--- config.mk ---
export PLATFORM = sky130hd
export DESIGN_NAME = int_req_latch
export DESIGN_NICKNAME = d
export VERILOG_FILES = /design/src/rtl/int_req_latch_pkg.sv /design/src/rtl/int_req_latch_sat_cnt.sv /design/src/rtl/int_req_latch.sv
export SDC_FILE = /design/constraint.sdc
export NUM_CORES = 1
export LEC_CHECK = 0
export CAP_MARGIN = 20
export CORE_UTILIZATION = 38
export CTS_CLUSTER_DIAMETER = 100
export DETAILED_ROUTE_END_ITERATION = 10
export HOLD_SLACK_MARGIN = 0.06
export PLACE_DENSITY = 0.84
export SYNTH_ARGS = -nofsm -noshare
export SYNTH_HDL_FRONTEND = slang
export SYNTH_SLANG_ARGS = --single-unit
export TNS_END_PERCENT = 5
--- constraint.sdc ---
create_clock -name clk -period 1.7 [get_ports clk]
set_clock_uncertainty 0.2 [all_clocks]
set_input_delay 0.255 -clock clk [delete_from_list [all_inputs] [get_ports clk]]
set_output_delay 0.255 -clock clk [all_outputs]
set_load 0.005 [all_outputs]
--- src/rtl/int_req_latch_pkg.sv ---
// Shared definitions for the interrupt request latch: FSM encoding and default vectors.
package int_req_latch_pkg;

    typedef enum logic [1:0] {
        IDLE = 2'b00,
        REQ  = 2'b01,
        SVC  = 2'b10
    } state_t;

    localparam logic [15:0] DEF_NMI_VEC = 16'hFFFA;
    localparam logic [15:0] DEF_IRQ_VEC = 16'hFFFE;

endpackage

--- src/rtl/int_req_latch_sat_cnt.sv ---
// Saturating up-counter with synchronous clear; clear beats increment.
module sat_cnt #(
    parameter int W = 8
) (
    input  logic         clk,
    input  logic         rst,
    input  logic         inc,
    input  logic         clr,
    output logic [W-1:0] cnt
);

    // Count up on inc, stick at all ones, clear or reset to zero.
    always_ff @(posedge clk) begin
        if (!rst) begin
            cnt <= '0;
        end else if (clr) begin
            cnt <= '0;
        end else if (inc && (cnt != {W{1'b1}})) begin
            cnt <= cnt + W'(1);
        end
    end

endmodule

--- src/rtl/int_req_latch.sv ---
// Latches the NMI pulse, merges it with the masked IRQ level, raises one
// prioritized request to the core and tracks the ack/done service window.
module int_req_latch
    import int_req_latch_pkg::*;
#(
    parameter logic [15:0] NMI_VEC = DEF_NMI_VEC,
    parameter logic [15:0] IRQ_VEC = DEF_IRQ_VEC,
    parameter int          CNT_W   = 8
) (
    input  logic             clk,
    input  logic             rst,
    input  logic             nmi_pls,
    input  logic             irq_n,
    input  logic             irq_msk,
    input  logic             int_ack,
    input  logic             int_done,
    input  logic             lost_clr,
    output logic             int_req,
    output logic             int_nmi,
    output logic [15:0]      vec,
    output logic             spur,
    output logic [CNT_W-1:0] lost_cnt
);

    state_t state, state_nxt;
    logic   nmi_pend;
    logic   svc_nmi;
    logic   irq_act;
    logic   any_src;
    logic   take;
    logic   nmi_clr;
    logic   lost_inc;

    assign irq_act  = ~irq_n & ~irq_msk;
    assign any_src  = nmi_pend | irq_act;
    // An ack only counts while a request is actually outstanding.
    assign take     = (state == REQ) & int_ack;
    assign nmi_clr  = take & nmi_pend;
    // A pulse arriving while the old NMI is consumed this cycle is not lost.
    assign lost_inc = nmi_pls & nmi_pend & ~nmi_clr;

    // State register.
    always_ff @(posedge clk) begin
        if (!rst) begin
            state <= IDLE;
        end else begin
            state <= state_nxt;
        end
    end

    // Next-state and request outputs; NMI wins selection while requesting.
    always_comb begin
        state_nxt = state;
        int_req   = 1'b0;
        int_nmi   = 1'b0;
        case (state)
            IDLE: begin
                if (any_src) state_nxt = REQ;
            end
            REQ: begin
                int_req = 1'b1;
                int_nmi = nmi_pend;
                if (int_ack) begin
                    state_nxt = SVC;
                end else if (!any_src) begin
                    state_nxt = IDLE;
                end
            end
            SVC: begin
                int_nmi = svc_nmi;
                if (int_done) state_nxt = IDLE;
            end
            default: state_nxt = IDLE;
        endcase
    end

    // NMI pending flag; a new pulse survives a coincident clear.
    always_ff @(posedge clk) begin
        if (!rst) begin
            nmi_pend <= 1'b0;
        end else begin
            nmi_pend <= nmi_pls | (nmi_pend & ~nmi_clr);
        end
    end

    // Capture the serviced source at ack; spur flags an ack with nothing to serve.
    always_ff @(posedge clk) begin
        if (!rst) begin
            vec     <= IRQ_VEC;
            svc_nmi <= 1'b0;
            spur    <= 1'b0;
        end else begin
            spur <= take & ~any_src;
            if (take) begin
                vec     <= nmi_pend ? NMI_VEC : IRQ_VEC;
                svc_nmi <= nmi_pend;
            end
        end
    end

    sat_cnt #(.W(CNT_W)) u_lost (
        .clk (clk),
        .rst (rst),
        .inc (lost_inc),
        .clr (lost_clr),
        .cnt (lost_cnt)
    );

endmodule

==> results.md, run 1 <==
* Final setup vio count at 8
* Finished Core Util at 59.2%
* NumNets Final at 146
* Number of I/O port buffers at 19
* Crit path time final at 1.84 ns
* Htree depth at 1
* Dpl cells at 151
* CP Class: flip-flop to flip-flop
* Longest Clk Path Bufs at 2
* Share of flip-flops with an asynchronous set or reset after synthesis at 0%
* Synthesis-to-finish area growth at 41.4%
* Final Cycle Share at 108%
* Post-DP HPWL at 1350 um
* Post-detailed-route wirelength per cell at 12.3 um
* Core area at 2040 sq um
* Post-synthesis compound-gate area fraction at 20.8%
* Post-synthesis mux area share at 1.17%
* Clock root buffer: clkbuf_4
* Ports at 35
* Routed vias/inst at 4.91
* Yosys reg bits at 14
* Vias in the first global route at 745
* First-pass GRT wire length at 3110 um
* Largest net degree at the start of global routing at 9
* Initial Util at 41.9%
* Xor and xnor area share after synthesis at 0%
* Worst vdd ir at 0.518 mV
* Violated checks: negative setup slack
* Avg Cell Area, Syn at 8.72 sq um
* Largest family of logic cells by synthesized area: simple AND/OR/NAND/NOR gates
* Share of layout cells above drive strength 1 at 28.0%
* Worst Hold Class: flip-flop to flip-flop
* Routed Antenna Nets at 0
* Total routed wirelength at 1960 um
* CTS tree: built
* Total CTS buffers at 3
* Power Density at 779 nW/um^2
* GP Congestion at 0.812
* Status: finished with violations
* Worst path arrival time at 1.81 ns
* Critical Path End Type: flip-flop
* RSZ-0062 raised after global routing: true
* Worst skew pair latency at 0.28 ns
* Total track usage at 16.6%
* Die area at 2440 sq um
* Hold Slack at 0.286 ns
* R2r worst-path depth at 7
* Chip Height at 49.4 um
* Most frequent cells in the layout: clkdlybuf4s50_1, conb_1, buf_4
* Initial antenna violation count at 0
* Max capacitance violation total at 0
* Number of detailed-route iterations in the first pass at 4
* Yosys warning total at 0
* Post-Synth Adder-Cell Area at 7.32%
* Iteration-0 DRC Markers at 9
* Die Width at 49.4 um
* Via Count at 781
* Cell variety after synth at 36
* Hold Crit Endpoint: svc_nmi
* Max Slew Vio Count at 0
* Most common cell after layout, fill and taps aside: clkdlybuf4s50_1
* Clock slew at reported path FFs at 0.08 ns
* Critical path peak fanout at 5
* Final std cells w/o fill at 159
* Critical R2R Launch: state[0]
* WP data required at 1.67 ns
* Rows at 16
* Drt drc at 0
* CTS sink count at 14
* Cells after Synth at 98
* Min-Delay Startpoint: svc_nmi
* Final hold vios at 0
* Post-Synth Simple-Gate Area at 22.1%
* Predominant post-synthesis flop cell: dfxtp_1
* Sequential fraction of the synthesis area at 32.8%
* Critical path launch point type: flip-flop
* Setup WS post-layout at -0.142 ns
* Ant. Diodes at 0
* Leakage power at 0.000474 uW
* EDFF count, synth at 0
* Remaining global-route overflow at 0
* FMAX at 543 MHz
* R2r endpoint: u_lost.cnt[6]
* R2R setup slack at -0.14 ns
* WHS Path Cells at 2
* Syn Std Cell Area at 855 sq um
* Hold buffers post-CTS at 0
==> cell families after synthesis <==
family / after synthesis
fa+ha+maj: 5
buf+inv: 19
flops: 14
other cells: 2
compound gates: 24
mux: 1
simple gates: 33
==> registers in the layout (all words and copies together), names as in the netlist <==
name / cells
u_lost.cnt: 8
state: 2
nmi_pend: 1
spur: 1
svc_nmi: 1
vec: 1
==> power breakdown <==
part	switching [uW]	internal, uW
Sequential	17.3	355
Clock	112	131
Combinational	141	185
Total	271	670
==> timing repair <==
action / 4_1_cts / 5_1_grt
resized for setup: 11 / 9
setup buffers: 3 / 1
pin swaps: 9 / 2
endpoints found under the setup margin: 12 / 17
==> synthesized netlist by cell type (all sizes together) (2+ instances only) <==
| cell type | number | area [sq um] |
|---|---|---|
| a21boi | 2 | 26.3 |
| nor3 | 2 | 15.0 |
| nand3 | 3 | 27.5 |
| conb | 2 | 7.51 |
| o21ba | 2 | 20.0 |
| ha | 5 | 62.6 |
| or3 | 3 | 18.8 |
| nand2b | 2 | 12.5 |
| a21oi | 5 | 25.0 |
| and3 | 2 | 12.5 |
| dfxtp | 14 | 280 |
| nand2 | 10 | 37.5 |
| inv | 3 | 11.3 |
| nor2 | 3 | 11.3 |
| nand4 | 2 | 12.5 |
| o21ai | 5 | 25.0 |
| nor2b | 3 | 18.8 |
| buf | 15 | 113 |
==> per-layer routing <==
metal	track usage, %	up-vias	wire length [um]
li1	-	386	-
met1	16.3	360	818
met3	1.87	4	96
met4	9.05	0	36
met2	33.1	31	1010
met5	0	-	0
==> how the worst max path moves through the flow <==
stage | start | endpoint | slack [ns]
2_1_floorplan | state[1] | u_lost.cnt[5] | -0.02
3_3_place_gp | int_ack | u_lost.cnt[4] | -0.25
3_5_place_dp | int_ack | u_lost.cnt[4] | -0.35
4_1_cts | state[0] | u_lost.cnt[4] | -0.13
5_1_grt | state[0] | u_lost.cnt[6] | -0.25
6_report | state[0] | u_lost.cnt[6] | -0.14
==> worst max-delay path, cell delays in order (launching register included) <==
cell      delay (ns)
dfxtp_2         0.34
buf_6           0.11
ha_4            0.17
a21boi_4        0.17
nand4_1         0.25
buf_4           0.22
nor3_1          0.17
a211oi_1        0.10
==> final cells by class <==
cell class | count | area [sq um]
timing repair buffer | 33 | 307
fill | 184 | 833
sequential | 14 | 288
inverter | 3 | 11.3
clock buffer | 4 | 36.3
multi-input combinational | 78 | 533
tap | 27 | 33.8
==> through the flow <==
step / cell area (sq um) / setup WS, ns / TNS (ns) / total power, uW
2_1_floorplan: 906 / -0.0206 / -0.0238 / 540
3_3_place_gp: 1090 / -0.249 / -1.71 / 642
3_5_place_dp: 1090 / -0.353 / -2.25 / 657
4_1_cts: 1180 / -0.132 / -0.592 / 945
5_1_grt: 1210 / -0.249 / -1.51 / 1000
6_report: 1210 / -0.142 / -0.732 / 941
Power figures use the tool's default switching activity.
==> inputs of run 2 (changes only) <==
--- a/config.mk
+++ b/config.mk
@@ -6,6 +6,7 @@
 export NUM_CORES = 1
 export LEC_CHECK = 0
 export CAP_MARGIN = 20
+export CORE_MARGIN = 5
 export CORE_UTILIZATION = 38
 export CTS_CLUSTER_DIAMETER = 100
 export DETAILED_ROUTE_END_ITERATION = 10
==> run 2 against run 1 <==
The run still ends with negative setup slack left. Final cell count shrank 0.63%. Clock power barely moved. Via count down 0.26%. Global-route usage fell by 3.8 points. Hold slack got worse by 0.012 ns. Die area up 35%. Routed wire length up 5.2%. Flip-flop and latch count unchanged. Register-to-register slack improved by 0.04 ns. Critical path type unchanged. Largest cell class unchanged.
==> results.md, run 2 (synthesis results as in run 1) <==
* Status: finished with violations
* Violated checks: negative setup slack
* Max Slew Vio Count at 0 (unchanged)
* First-pass GRT wire length at 3370 um (+8.7%)
* Remaining global-route overflow at 0 (unchanged)
* Synthesis-to-finish area growth at 43.3%
* Most common cell after layout, fill and taps aside: clkdlybuf4s50_1
* Final setup vio count at 9 (+1)
* Crit path time final at 1.80 ns (-0.0432 ns)
* Max capacitance violation total at 0 (unchanged)
* Final Cycle Share at 106% (-2.5 points)
* Final hold vios at 0 (unchanged)
* NumNets Final at 144 (-1.4%)
* WP data required at 1.72 ns (+0.05 ns)
* Routed vias/inst at 4.93 (+0.38%)
* Routed Antenna Nets at 0 (unchanged)
* CTS tree: built
* Critical path peak fanout at 5 (unchanged)
* Total routed wirelength at 2060 um (+5.2%)
* CTS sink count at 14 (unchanged)
* FMAX at 556 MHz (+2.4%)
* Die area at 3300 sq um (+35%)
* Longest Clk Path Bufs at 2 (unchanged)
* Iteration-0 DRC Markers at 14 (+5)
* Ant. Diodes at 0 (unchanged)
* Critical Path End Type: flip-flop
* Die Width at 57.4 um (+16%)
* Worst Hold Class: flip-flop to flip-flop
* Max reg flops at 8 (unchanged)
* GP Congestion at 0.840 (+3.4%)
* Total CTS buffers at 3 (unchanged)
* Clock root buffer: clkbuf_4
* Most frequent cells in the layout: clkdlybuf4s50_1, conb_1, buf_4
* CP Class: flip-flop to flip-flop
* Setup WS post-layout at -0.0989 ns (+0.0432 ns)
* Htree depth at 1 (unchanged)
* Largest net degree at the start of global routing at 9 (unchanged)
* Initial Util at 39.4% (-2.5 points)
* Area of the multi-input gates at 571 sq um (+7.0%)
* Top Registers: u_lost.cnt: 8 flops, state: 2 flops
* Worst skew pair latency at 0.28 ns (about the same)
* Number of I/O port buffers at 19 (unchanged)
* Rows at 17 (+1)
* Share of layout cells above drive strength 1 at 34.6% (+6.6 points)
* Ports at 35 (unchanged)
* Critical path launch point type: flip-flop
* Register area at 293 sq um (+1.7%)
* Worst vdd ir at 0.425 mV (-18%)
* Post-detailed-route wirelength per cell at 13.1 um (+5.9%)
* Total track usage at 12.8% (-3.8 points)
* Chip Height at 57.4 um (+16%)
* R2R setup slack at -0.1 ns (+0.04 ns)
* Worst path arrival time at 1.82 ns (about the same)
* Vias in the first global route at 783 (+5.1%)
* Number of detailed-route iterations in the first pass at 4 (unchanged)
* Most flop-heavy register: u_lost.cnt
* Initial antenna violation count at 0 (unchanged)
* RSZ-0062 raised after global routing: true
* FILL cells at 207 (+13%)
* Post-Layout Inst Area at 1220 sq um (+1.3%)
* Core area at 2170 sq um (+6.2%)
* Post-Place Worst Slack at -0.286 ns (+0.0673 ns)
* Post-DP HPWL at 1550 um (+14%)
* Drt drc at 0 (unchanged)
* DP Area at 1090 sq um (+0.12%)
* Clock slew at reported path FFs at 0.09 ns (about the same)
* Power Density at 796 nW/um^2 (+2.2%)
* Hold buffers post-CTS at 0 (unchanged)
* Leakage power at 0.000480 uW (+1.1%)
* Via Count at 779 (-0.26%)
==> run 2: layout make-up <==
cell class                      count  share of cell area (%)
Multi-Input combinational cell     78                    46.6
Sequential cell                    14                    23.9
Timing Repair Buffer               31                    22.8
Clock buffer                        4                    2.96
Tap cell                           28                    2.86
Inverter                            3                   0.919
==> run 2: per-stage QoR <==
stage	hold WS [ns]	util [%]	total power, uW	std cells	setup TNS [ns]
after global routing	0.286	56.5	1030	158	-1.22
after global placement	0.260	50.2	644	152	-1.43
final	0.274	56.5	975	158	-0.512
after CTS	0.290	54.7	970	158	-0.407
after detailed placement	0.269	50.2	665	152	-2.01
after floorplan	0.179	-	540	111	-0.0238
==> run 2: final timing paths <==
path,start,endpoint,cells past startpoint
setup / recovery,state[0],u_lost.cnt[5],6
setup reg to reg,state[0],u_lost.cnt[5],6
hold / removal,u_lost.cnt[6],u_lost.cnt[6],1
hold reg to reg,u_lost.cnt[6],u_lost.cnt[6],1
==> run 2: metal layers <==
metal  up-vias  GRT usage (%)  share of wire, %  routed length (um)
met4         0           4.97              0.97                  20
met5         -              0                 0                   0
met2        25           24.0                55                1130
li1        385              -                 -                   -
met1       367           13.3                38                 789
met3         2           3.62               6.1                 126
==> run 2: report_power, final <==
group | internal [uW] | leakage, uW | switching [uW]
clock network | 130 | 0.0000210 | 113
logic | 192 | 0.000341 | 161
registers | 359 | 0.000118 | 20.6
==> run 2: worst max-delay path, stage by stage, from the launching register on <==
cell      delay (ns)
dfxtp_4         0.36
buf_6           0.12
ha_4            0.17
a21boi_4        0.22
nand3_4         0.12
or4_4           0.43
a21oi_2         0.12
==> run 2: repair_timing <==
item                       4_1_cts  5_1_grt
pin swaps                        8        4
setup endpoints to repair       12       16
buffers inserted                 2        0
gates resized for setup         18       16
==> inputs of run 3 (changes only) <==
--- a/config.mk
+++ b/config.mk
@@ -15,4 +15,4 @@
 export SYNTH_ARGS = -nofsm -noshare
 export SYNTH_HDL_FRONTEND = slang
 export SYNTH_SLANG_ARGS = --single-unit
-export TNS_END_PERCENT = 5
+export TNS_END_PERCENT = 100
==> run 3 against run 2 <==
The run still ends with negative setup slack left. Hold slack hardly changed. Sequential power is 2% lower. Count of clock-buffer cells in the layout is the same. Via count grew 1.3%. Worst setup slack got worse by 0.0048 ns. Final cell count increased by 3.2%. Critical path type unchanged. Largest power group unchanged. Highest routed layer unchanged.
==> results.md, run 3 (synthesis results as in run 1) <==
* Setup WS post-layout at -0.104 ns (-0.00484 ns)
* FMAX at 554 MHz (-0.27%)
* Most frequent cells in the layout: clkdlybuf4s50_1, buf_4, conb_1
* Status: finished with violations
* Total track usage at 12.9% (+0.018 points)
* Chip Height at 57.4 um (unchanged)
* Slowest CP cell: or3_1
* Critical path depth in cells at 7 (+1)
* Internal at 671 uW (-1.4%)
* R2r endpoint: u_lost.cnt[0]
* Crit path time final at 1.80 ns (+0.00484 ns)
* Longest Clk Path Bufs at 2 (unchanged)
* Comb pwr share at 34.8% (-1.3 points)
* Finished Core Util at 57.4% (+0.98 points)
* Max Slew Vio Count at 0 (unchanged)
* Ant. Diodes at 0 (unchanged)
* Number of detailed-route iterations in the first pass at 4 (unchanged)
* CP delay by family, top: simple AND/OR/NAND/NOR gates
* Final hold vios at 0 (unchanged)
* Worst path arrival time at 1.82 ns (about the same)
* Final std cells w/o fill at 163 (+3.2%)
* Sw power at 282 uW (-4.2%)
* Power Density at 765 nW/um^2 (-3.9%)
* Clock root buffer: clkbuf_4
* Initial Util at 39.4% (unchanged)
* Max reg flops at 8 (unchanged)
* Clock slew at reported path FFs at 0.09 ns (about the same)
* Rows at 17 (unchanged)
* Htree depth at 1 (unchanged)
* Switching share of power at 29.6% (-0.60 points)
* Slowest stage delay, CP at 0.36 ns (-0.07 ns)
* Via Count at 789 (+1.3%)
* Critical path launch point type: flip-flop
* CTS tree: built
* Post-DP HPWL at 1570 um (+1.5%)
* Top Registers: u_lost.cnt: 8 flops, state: 2 flops
* R2R setup slack at -0.10 ns (about the same)
* Buf/Inv on CP at 2 (+1)
* Max capacitance violation total at 0 (unchanged)
* Die area at 3300 sq um (unchanged)
* Share of layout cells above drive strength 1 at 36.3% (+1.7 points)
* Drt drc at 0 (unchanged)
* Worst Hold Class: flip-flop to flip-flop
* Critical Path End Type: flip-flop
* Leakage power at 0.000502 uW (+4.7%)
* Dpl cells at 153 (+0.66%)
* Iteration-0 DRC Markers at 7 (-7)
* Routed Antenna Nets at 0 (unchanged)
* Worst path cell trace: buf_6, ha_4, a21boi_4, buf_4, nand2_1, or3_1, a21oi_1
* CTS sink count at 14 (unchanged)
* Final Cycle Share at 106% (+0.28 points)
* Critical R2R Launch: state[0]
* Total CTS buffers at 3 (unchanged)
* Final setup vio count at 9 (unchanged)
* Critical path peak fanout at 4 (-1)
* CP Class: flip-flop to flip-flop
* GP Congestion at 0.818 (-2.6%)
* Largest net degree at the start of global routing at 9 (unchanged)
* Violated checks: negative setup slack
* First-pass GRT wire length at 3330 um (-1.2%)
* Worst skew pair latency at 0.29 ns (about the same)
* WP data required at 1.72 ns (about the same)
* Sequential power share at 38.9% (about the same)
* Most flop-heavy register: u_lost.cnt
* Total routed wirelength at 2170 um (+5.3%)
* Number of I/O port buffers at 19 (unchanged)
* Most common cell after layout, fill and taps aside: clkdlybuf4s50_1
* Ports at 35 (unchanged)
* FILL cells at 195 (-5.8%)
* RSZ-0062 raised after global routing: true
* Post-detailed-route wirelength per cell at 13.3 um (+2.1%)
* Hold buffers post-CTS at 0 (unchanged)
* NumNets Final at 149 (+3.5%)
* Vias in the first global route at 771 (-1.5%)
* Initial antenna violation count at 0 (unchanged)
* Routed vias/inst at 4.84 (-1.8%)
* Remaining global-route overflow at 0 (unchanged)
* CP startpoint: state[0]
* Clock power share at 26.3% (+1.3 points)
* Synthesis-to-finish area growth at 45.8%
* Die Width at 57.4 um (unchanged)
* Worst vdd ir at 0.344 mV (-19%)
* Core area at 2170 sq um (unchanged)
* Crit path capture: u_lost.cnt[0]
* R2r worst-path depth at 7 (+1)
==> run 3: changes by cell type in the layout (fill, tap and decap cells not counted), sizes merged <==
cell	before	now
clkdlybuf4s15	1	0
clkbuf	5	6
buf	12	17
==> run 3: timing repair <==
item,4_1_cts,5_1_grt
setup endpoints to repair,12,18
pin swaps,7,5
gates resized for setup,13,18
setup buffers,5,1
==> run 3: worst min-delay path by stage <==
stage / from / to / slack, ns / cells past startpoint
floorplan: nmi_pls / nmi_pend / 0.18 / 1
global placement: svc_nmi / svc_nmi / 0.26 / 2
detailed placement: svc_nmi / svc_nmi / 0.27 / 2
CTS: svc_nmi / svc_nmi / 0.28 / 2
global route: u_lost.cnt[6] / u_lost.cnt[6] / 0.31 / 1
finish: u_lost.cnt[6] / u_lost.cnt[6] / 0.27 / 1
==> run 3: worst reg2reg max path, cell delays in order (launching register included) <==
cell	delay [ns]
dfxtp_2	0.33
buf_6	0.11
ha_4	0.16
a21boi_4	0.19
buf_4	0.14
nand2_1	0.08
or3_1	0.36
a21oi_1	0.15
==> run 3: routing by layer <==
metal / GRT usage, % / up-vias / wire, um
li1: - / 391 / -
met3: 4.52 / 3 / 137
met2: 22.9 / 22 / 1170
met5: 0 / - / 0
met4: 4.97 / 0 / 24
met1: 13.7 / 373 / 837
==> run 3: power by group through the flow <==
stage	clock (uW)	combinational [uW]	sequential, uW
after floorplan	0	175	379
after global placement	0	294	372
after detailed placement	0	309	374
after CTS	253	329	370
after global routing	268	373	373
final	251	331	371
==> run 3: metrics by stage <==
step	setup slack, ns	area [sq um]	setup TNS (ns)	hold slack, ns	total power [uW]
final	-0.104	1250	-0.534	0.273	953
after global routing	-0.220	1250	-1.31	0.306	1010
after CTS	-0.132	1210	-0.592	0.285	953
after detailed placement	-0.310	1110	-2.03	0.273	684
after global placement	-0.195	1110	-1.29	0.265	667
after floorplan	0.00204	916	0	0.179	554
==> run 3: cell type report <==
| class | count | area [sq um] | area share [%] |
|---|---|---|---|
| tap | 28 | 35.0 | 2.81 |
| timing repair buffer | 36 | 312 | 25.0 |
| inverter | 3 | 11.3 | 0.904 |
| sequential | 14 | 290 | 23.3 |
| multi-input combinational | 78 | 562 | 45.1 |
| clock buffer | 4 | 36.3 | 2.91 |
